## config.mk

```make
export PLATFORM = sky130hd
export DESIGN_NAME = prince_sbox_cms_pipe
export DESIGN_NICKNAME = d
export VERILOG_FILES = /design/src/rtl/prince_sbox_cms_pipe.sv
export SDC_FILE = /design/constraint.sdc
export NUM_CORES = 2
export LEC_CHECK = 0
export ABC_AREA = 1
export CORE_MARGIN = 5
export CORE_UTILIZATION = 30
export CTS_CLUSTER_SIZE = 30
export DETAILED_ROUTE_END_ITERATION = 8
export SKIP_LAST_GASP = 1
export SYNTH_ARGS = -nofsm -noshare
export SYNTH_HDL_FRONTEND = slang
export SYNTH_SLANG_ARGS = --single-unit
```

## constraint.sdc

```tcl
create_clock -name clk -period 3.5 [get_ports clk]
set_clock_uncertainty 0.2 [all_clocks]
set_input_delay 0.875 -clock clk [delete_from_list [all_inputs] [get_ports clk]]
set_output_delay 0.875 -clock clk [all_outputs]
set_load 0.01 [all_outputs]
```

## src/rtl/prince_sbox_cms_pipe.sv

```systemverilog
`default_nettype none
// ============================================================================
// Module      : prince_sbox_cms_pipe
// Description : First-order CMS-masked PRINCE S-box layer. NSBOX nibbles in
//               parallel, 2 input shares -> 8 expanded shares per output bit
//               (stage 1, registered) -> 2 output shares (stage 2, registered).
//               Valid/ready handshake, no skid buffer.
//               Optional macro SBOX_INV_EN adds an 'inv' port that selects the
//               inverse S-box per transaction.
// Revision    : 1.0 - initial release
// ============================================================================
module prince_sbox_cms_pipe #(
    parameter int NSBOX  = 16,
    parameter int RND_W  = 12,
    parameter int EXP_SH = 8
) (
    input  logic                   clk,
    input  logic                   rst,
    input  logic                   in_valid,
    output logic                   in_ready,
    input  logic [4*NSBOX-1:0]     in_sh0,
    input  logic [4*NSBOX-1:0]     in_sh1,
    input  logic [RND_W*NSBOX-1:0] rnd,
`ifdef SBOX_INV_EN
    input  logic                   inv,
`endif
    output logic                   out_valid,
    input  logic                   out_ready,
    output logic [4*NSBOX-1:0]     out_sh0,
    output logic [4*NSBOX-1:0]     out_sh1
);

    // S-box lookup tables, entry x at bits [4x+3:4x]
    localparam logic [63:0] C_SBOX_FWD = 64'h4D5E087619CA23FB;

    // Share e reads input share index vec[v] for variable x_v. The four-bit
    // vectors are the even-parity words, so any three variables see all eight
    // share-index combinations exactly once: every cubic cross term has one
    // home, and no share function ever sees both shares of one variable.
    function automatic logic [3:0] share_var_sel(input logic [2:0] e);
        return {^e, e};
    endfunction

    // Output of expanded share function e for the four share bits y it reads.
    // Each ANF monomial's cross product lands in the lowest-numbered share
    // whose index vector matches on the monomial's variables.
    function automatic logic [3:0] share_fn(input logic [63:0] tbl,
                                            input logic [2:0]  e,
                                            input logic [3:0]  y);
        logic [3:0][15:0] anf;
        logic [3:0]       f;
        logic [3:0]       ve;
        logic [3:0]       m;
        logic             own;
        f   = '0;
        anf = '0;
        ve  = share_var_sel(e);
        for (int b = 0; b < 4; b++) begin
            for (int k = 0; k < 16; k++) anf[b][k] = tbl[4*k + b];
            for (int i = 0; i < 4; i++) begin
                for (int k = 0; k < 16; k++) begin
                    if (((k >> i) & 1) != 0) anf[b][k] = anf[b][k] ^ anf[b][k ^ (1 << i)];
                end
            end
        end
        for (int k = 0; k < 16; k++) begin
            m   = 4'(k);
            own = 1'b1;
            for (int e2 = 0; e2 < 8; e2++) begin
                if (e2 < int'(e) && ((share_var_sel(3'(e2)) & m) == (ve & m))) own = 1'b0;
            end
            if (own && ((m & ~y) == 4'b0000)) begin
                for (int b = 0; b < 4; b++) f[b] = f[b] ^ anf[b][k];
            end
        end
        return f;
    endfunction

    // Concatenated truth tables of all eight share functions: {e, y, bit}
    function automatic logic [511:0] mk_share_tables(input logic [63:0] tbl);
        logic [511:0] t;
        t = '0;
        for (int e = 0; e < 8; e++) begin
            for (int y = 0; y < 16; y++) begin
                t[(e*16 + y)*4 +: 4] = share_fn(tbl, 3'(e), 4'(y));
            end
        end
        return t;
    endfunction

    localparam logic [511:0] C_FWD_SHARES = mk_share_tables(C_SBOX_FWD);

    logic [511:0] share_tbl;
`ifdef SBOX_INV_EN
    localparam logic [63:0]  C_SBOX_INV   = 64'h1CE5046A98DF237B;
    localparam logic [511:0] C_INV_SHARES = mk_share_tables(C_SBOX_INV);
    assign share_tbl = inv ? C_INV_SHARES : C_FWD_SHARES;
`else
    assign share_tbl = C_FWD_SHARES;
`endif

    // Pipeline state
    logic                                 s1_valid_q;
    logic                                 s2_valid_q;
    logic [NSBOX-1:0][3:0][EXP_SH-1:0]    exp_d;
    logic [NSBOX-1:0][3:0][EXP_SH-1:0]    exp_q;
    logic [4*NSBOX-1:0]                   out_sh0_d;
    logic [4*NSBOX-1:0]                   out_sh1_d;
    logic [4*NSBOX-1:0]                   out_sh0_q;
    logic [4*NSBOX-1:0]                   out_sh1_q;
    logic                                 s1_adv;
    logic                                 s2_adv;

    assign s2_adv    = !s2_valid_q || out_ready;
    assign s1_adv    = !s1_valid_q || s2_adv;
    assign in_ready  = s1_adv;
    assign out_valid = s2_valid_q;
    assign out_sh0   = out_sh0_q;
    assign out_sh1   = out_sh1_q;

    // Stage-1 next state: expanded share functions plus zero-sum refresh.
    // Random bit k of each output bit masks shares k and 4+k, so both output
    // halves are refreshed while the total over all eight shares is unchanged.
    always_comb begin
        logic [3:0] sel;
        logic [3:0] y;
        logic [3:0] f;
        logic       r;
        exp_d = '0;
        sel   = '0;
        y     = '0;
        f     = '0;
        r     = 1'b0;
        for (int i = 0; i < NSBOX; i++) begin
            for (int e = 0; e < EXP_SH; e++) begin
                sel = share_var_sel(3'(e));
                for (int v = 0; v < 4; v++) begin
                    y[v] = sel[v] ? in_sh1[4*i + v] : in_sh0[4*i + v];
                end
                f = share_tbl[{3'(e), y, 2'b00} +: 4];
                for (int b = 0; b < 4; b++) exp_d[i][b][e] = f[b];
            end
            for (int b = 0; b < 4; b++) begin
                for (int k = 0; k < 3; k++) begin
                    r = rnd[RND_W*i + 3*b + k];
                    exp_d[i][b][k]     = exp_d[i][b][k] ^ r;
                    exp_d[i][b][4 + k] = exp_d[i][b][4 + k] ^ r;
                end
            end
        end
    end

    // Stage-2 next state: XOR-compress each half of the expanded shares
    always_comb begin
        out_sh0_d = '0;
        out_sh1_d = '0;
        for (int i = 0; i < NSBOX; i++) begin
            for (int b = 0; b < 4; b++) begin
                out_sh0_d[4*i + b] = ^exp_q[i][b][EXP_SH/2-1:0];
                out_sh1_d[4*i + b] = ^exp_q[i][b][EXP_SH-1:EXP_SH/2];
            end
        end
    end

    // Stage 1 register: capture on accept, hold while stalled, keep data when emptied
    always_ff @(posedge clk) begin
        if (rst) begin
            s1_valid_q <= 1'b0;
            exp_q      <= '0;
        end else if (s1_adv) begin
            s1_valid_q <= in_valid;
            if (in_valid) exp_q <= exp_d;
        end
    end

    // Stage 2 register: load compressed shares when stage 1 hands over
    always_ff @(posedge clk) begin
        if (rst) begin
            s2_valid_q <= 1'b0;
            out_sh0_q  <= '0;
            out_sh1_q  <= '0;
        end else if (s2_adv) begin
            s2_valid_q <= s1_valid_q;
            if (s1_valid_q) begin
                out_sh0_q <= out_sh0_d;
                out_sh1_q <= out_sh1_d;
            end
        end
    end

endmodule
`default_nettype wire

```

Word-level counts from Yosys, hierarchy flattened
Index checks and enable logic that the tools add are counted.
{"block": "classes", "bitwise": 384, "n_reduce_logical": 134, "shifts": 128}
{"cell": "$shiftx 512x10->4 const A", "count": 64}
{"cell": "$shiftx 512x9->4 const A", "count": 32}
{"cell": "$shiftx 512x7->4 const A", "count": 16}
{"cell": "$shiftx 512x8->4 const A", "count": 16}
{"cell": "$reduce_xor 4->1", "count": 128}
{"cell": "$xor 1x1->1", "count": 384}
{"cell": "$reduce_and 2->1", "count": 2}
{"cell": "$logic_not 1->1", "count": 2}
{"cell": "$logic_or 1x1->1", "count": 2}
{"block": "totals", "elab_cells": 714, "output_inout_bits": 130, "inputBits": 324, "register_bits": 642}

Longest topological paths before layout
{"block": "depth", "depth_word": 4, "ltp_mapped": 11}

Worst setup path after synthesis
Ideal clock, no wire load.
{"block": "synth_path", "kind": "input -> register", "start": "input in_sh0[17]", "end": "register exp_q[128] in the netlist's numbering", "setup_ns": 0.109, "slack_ns": 1.242, "arrival_time_ns": 1.949, "t_required_ns": 3.191, "cell_stages": 10, "path_cell_list": "buf_2 -> inv_1 -> ha_1 -> or2_2 -> nand2_1 -> nand2_1 -> nand2_1 -> nand3_1 -> nand2_1 -> inv_1"}
{"block": "synth_between", "elab_chain_cells": 2}
{"element": "start: declaration", "line": "21", "text": "input logic [4*NSBOX-1:0] in_sh0,"}
{"element": "$shiftx 512x7->4", "line": "140", "text": "f = share_tbl[{3'(e), y, 2'b00} +: 4];"}
{"element": "$xor 1x1->1", "line": "146", "text": "exp_d[i][b][k] = exp_d[i][b][k] ^ r;"}
{"element": "end signal: assignment", "line": "172", "text": "if (in_valid) exp_q <= exp_d;"}
{"element": "end: declaration", "line": "106", "text": "logic [NSBOX-1:0][3:0][EXP_SH-1:0] exp_q;"}
No other way between the ends.
A chain may end at the register's enable or synchronous reset.

Final worst setup path
{"block": "layout_path", "start": "input out_ready", "end": "output in_ready"}
{"block": "layout_between", "elab_chain_cells": 2}
{"element": "start: declaration", "line": "28", "text": "input logic out_ready,"}
{"element": "$logic_or 1x1->1", "line": "114", "text": "assign s2_adv = !s2_valid_q || out_ready;"}
{"element": "$logic_or 1x1->1", "line": "115", "text": "assign s1_adv = !s1_valid_q || s2_adv;"}
{"element": "end: declaration", "line": "20", "text": "output logic in_ready,"}
No other way between the ends.

==> results.md <==
* Routability cong. at 0.918
* Sequential fraction of the synthesis area at between 20% and 30%
* Rows at between 100 and 150
* Status: finished, final reports clean
* H-tree Lvls at 3
* Post-synth EDFFs at 0
* Number of fill cells at between 15000 and 20000
* Pwr Density at 419 nW/um2
* CP most frequent cell: clkdlybuf4s50_1
* Final net count at roughly 8100
* Critical Path End Type: output pin
* Maximum VDD drop at roughly 0.28 mV
* Port bufs at approximately 450
* Crit-path cells: clkdlybuf4s50_1, inv_2, nand3_2, clkdlybuf4s50_1
* Die span in x at ~400 um
* Min-Delay Path Class: reg -> reg
* Final total power at 22.2 mW
* Final min period at ~3.2 ns
* CTS max path bufs at 3
* # Max-Cap Violations at 0
* Critical path's largest stage delay at approximately 0.57 ns
* Area after DPL at around 50000 um2
* Max Freq at 316 MHz
* CTS resizes at 0
* Crit. Startpoint: out_ready
* Initial Utilization at a little under a third
* Largest net degree at the start of global routing at ~140
* RSZ-0062 raised after global routing: false
* Area growth from synthesis to layout at 21.8%
* Design Area, Final at ~53000 um2
* Vias in the first global route at around 41000
* Crit path DAT at 2.09 ns
* Detail Route Antenna Nets at 0
* Post-CTS setup buffer count at 0
* Final period util at between 90% and 100%
* Top-count cell post-synth: nand2_1
* Synth cell types at 33
* Inst Count DP at between 9000 and 10000
* Drt pass-1 iters at 6
* Synth top area share at between 20 and 30%
* Synth warn at 0
* Layout cells sized above 1 at about 3.9%
* Critical register-to-register path startpoint: out_valid
* Gr ovfl total at 0
* Vias per Instance at 4.65
* Crit Path Max Fanout at 3
* Commonest cells post-synth: 1967 x nand2_1, 1297 x nor2_1, 845 x inv_1
* Initial antenna violation count at 13
* I/O pin count at approximately 450
* Syn_nets at slightly below 8000
* Post-synth top flop: dfxtp_1
* Asr flop ratio synth at 0%
* Setup slack at placement at between 0.3 and 0.4 ns
* Global-route wire length before repair at approximately 220000 um
* Yosys reg bits at about 640
* Worst EP required at 2.42 ns
* Core area at 144000 um2
* Worst Hold Launch: exp_q[103]
* Syn Inst Count at 7206
* CTS Hold Bufs at 0
* Fin. Hold Viols at 0
* LEAKAGE at 26.7 nW
* PnR worst setup slack at 0.336 ns
* Routed wire length at roughly 140000 um
* Synth area leader: dfxtp_1
* Synthesized area at roughly 43000 um2
* Setup CP Type: in -> out
* Worst slew pin tran at about 0.84 ns
* DR DRC count at 0
* Die Ht at 391 um
* Detail Placement HPWL at 104000 um
* Vias at approximately 44000
* Final Max Slew Viols at 0
* Avg Synthesized Cell Area at 6.04 um2
* Rel. slew slack at around 44%
* CP startpoint kind: primary input
* Setup violations, final at 0
* Worst-skew pair later-pin latency at approximately 0.66 ns
* Top post-synthesis cells by area: dfxtp_1 30%, nand2_1 17%, nor2_1 11%
* Clock root buffer: clkbuf_16
* Cts bufs inserted at between 80 and 90
* Starting DRT DRC Count at a little under 3000
* CP max-delay cell: clkdlybuf4s50_1
* CTS clk-pin slew, worst paths at 0.05 ns
* Sink Count at 642
* Post-DR wirelength/cell at 14.9 um
* Gr usage total at 17.8%
* CTS tree: built
* Die area at 153000 um2
* Setup_tns at 0 ns
* Final std cells w/o fill at between 9000 and 10000
## critical path: cells and delay by family
family                 cells  cell delay, ns
buffers and inverters      3            1.09
AND/OR/NAND/NOR            1            0.12
## path summary, 6_finish.rpt
path	slack (ns)	depth (start not counted)	endpoint
max	0.34	4	in_ready
min	0.28	2	exp_q[103]
max reg2reg	1.50	7	exp_q[4]
min reg2reg	0.28	2	exp_q[103]
## power by group
part           internal (mW)  switching [mW]
Sequential              7.89           0.378
Combinational           2.09            3.00
Clock                   5.36            3.47
Total                   15.3            6.85
## placed cells by master (no fill, tap or decap), drive strengths merged, types with 74 or more instances in the layout
cell	instances
o21ai	475
xor2	74
clkbuf	114
a21oi	289
nand2	1968
nand3	605
clkdlybuf4s50	452
dfxtp	642
buf	136
ha	193
xnor2	256
inv	858
nor2	1297
## area by class of cell
| type | instances | area, um2 | share of cell area (%) |
|---|---|---|---|
| Clock buffer | 114 | 2390 | 4.52 |
| Tap cell | 1903 | 2380 | 4.50 |
| Multi-Input combinational cell | 5372 | 25800 | 48.7 |
| Inverter | 870 | 3290 | 6.20 |
| Clock inverter | 31 | 418 | 0.789 |
| Timing Repair Buffer | 588 | 5830 | 11.0 |
| Antenna cell | 10 | 25.0 | 0.0472 |
| Sequential cell | 642 | 12900 | 24.3 |
## metrics by stage
stage / hold WS (ns) / util [%]
2_1_floorplan: 0.257 / -
3_3_place_gp: 0.265 / 34.9
3_5_place_dp: 0.269 / 34.9
4_1_cts: 0.278 / 36.8
5_1_grt: 0.293 / 36.8
6_report: 0.278 / 36.8
## flip-flops by register name, indices dropped and copies added (netlist names)
signal      flops
out_valid       1
out_sh1        64
out_sh0        64
exp_q         512
s1_valid_q      1
## routing by layer
metal  vias up  share of wire, %  global-route usage (%)
li1      23100                 -                       -
met1     20000                47                    24.1
met2      1027                45                    29.1
met3       162               6.0                    3.38
met4        10               2.0                    4.64
met5         -             0.042                       0
## kinds of logic after synthesis
logic type      synth area share, %
simple gates                   36.8
flops                          29.5
buf+inv                        11.2
compound gates                 10.2
fa+ha+maj                      5.55
xor+xnor                       6.64
No activity file was read; power rests on OpenSTA's default activity.
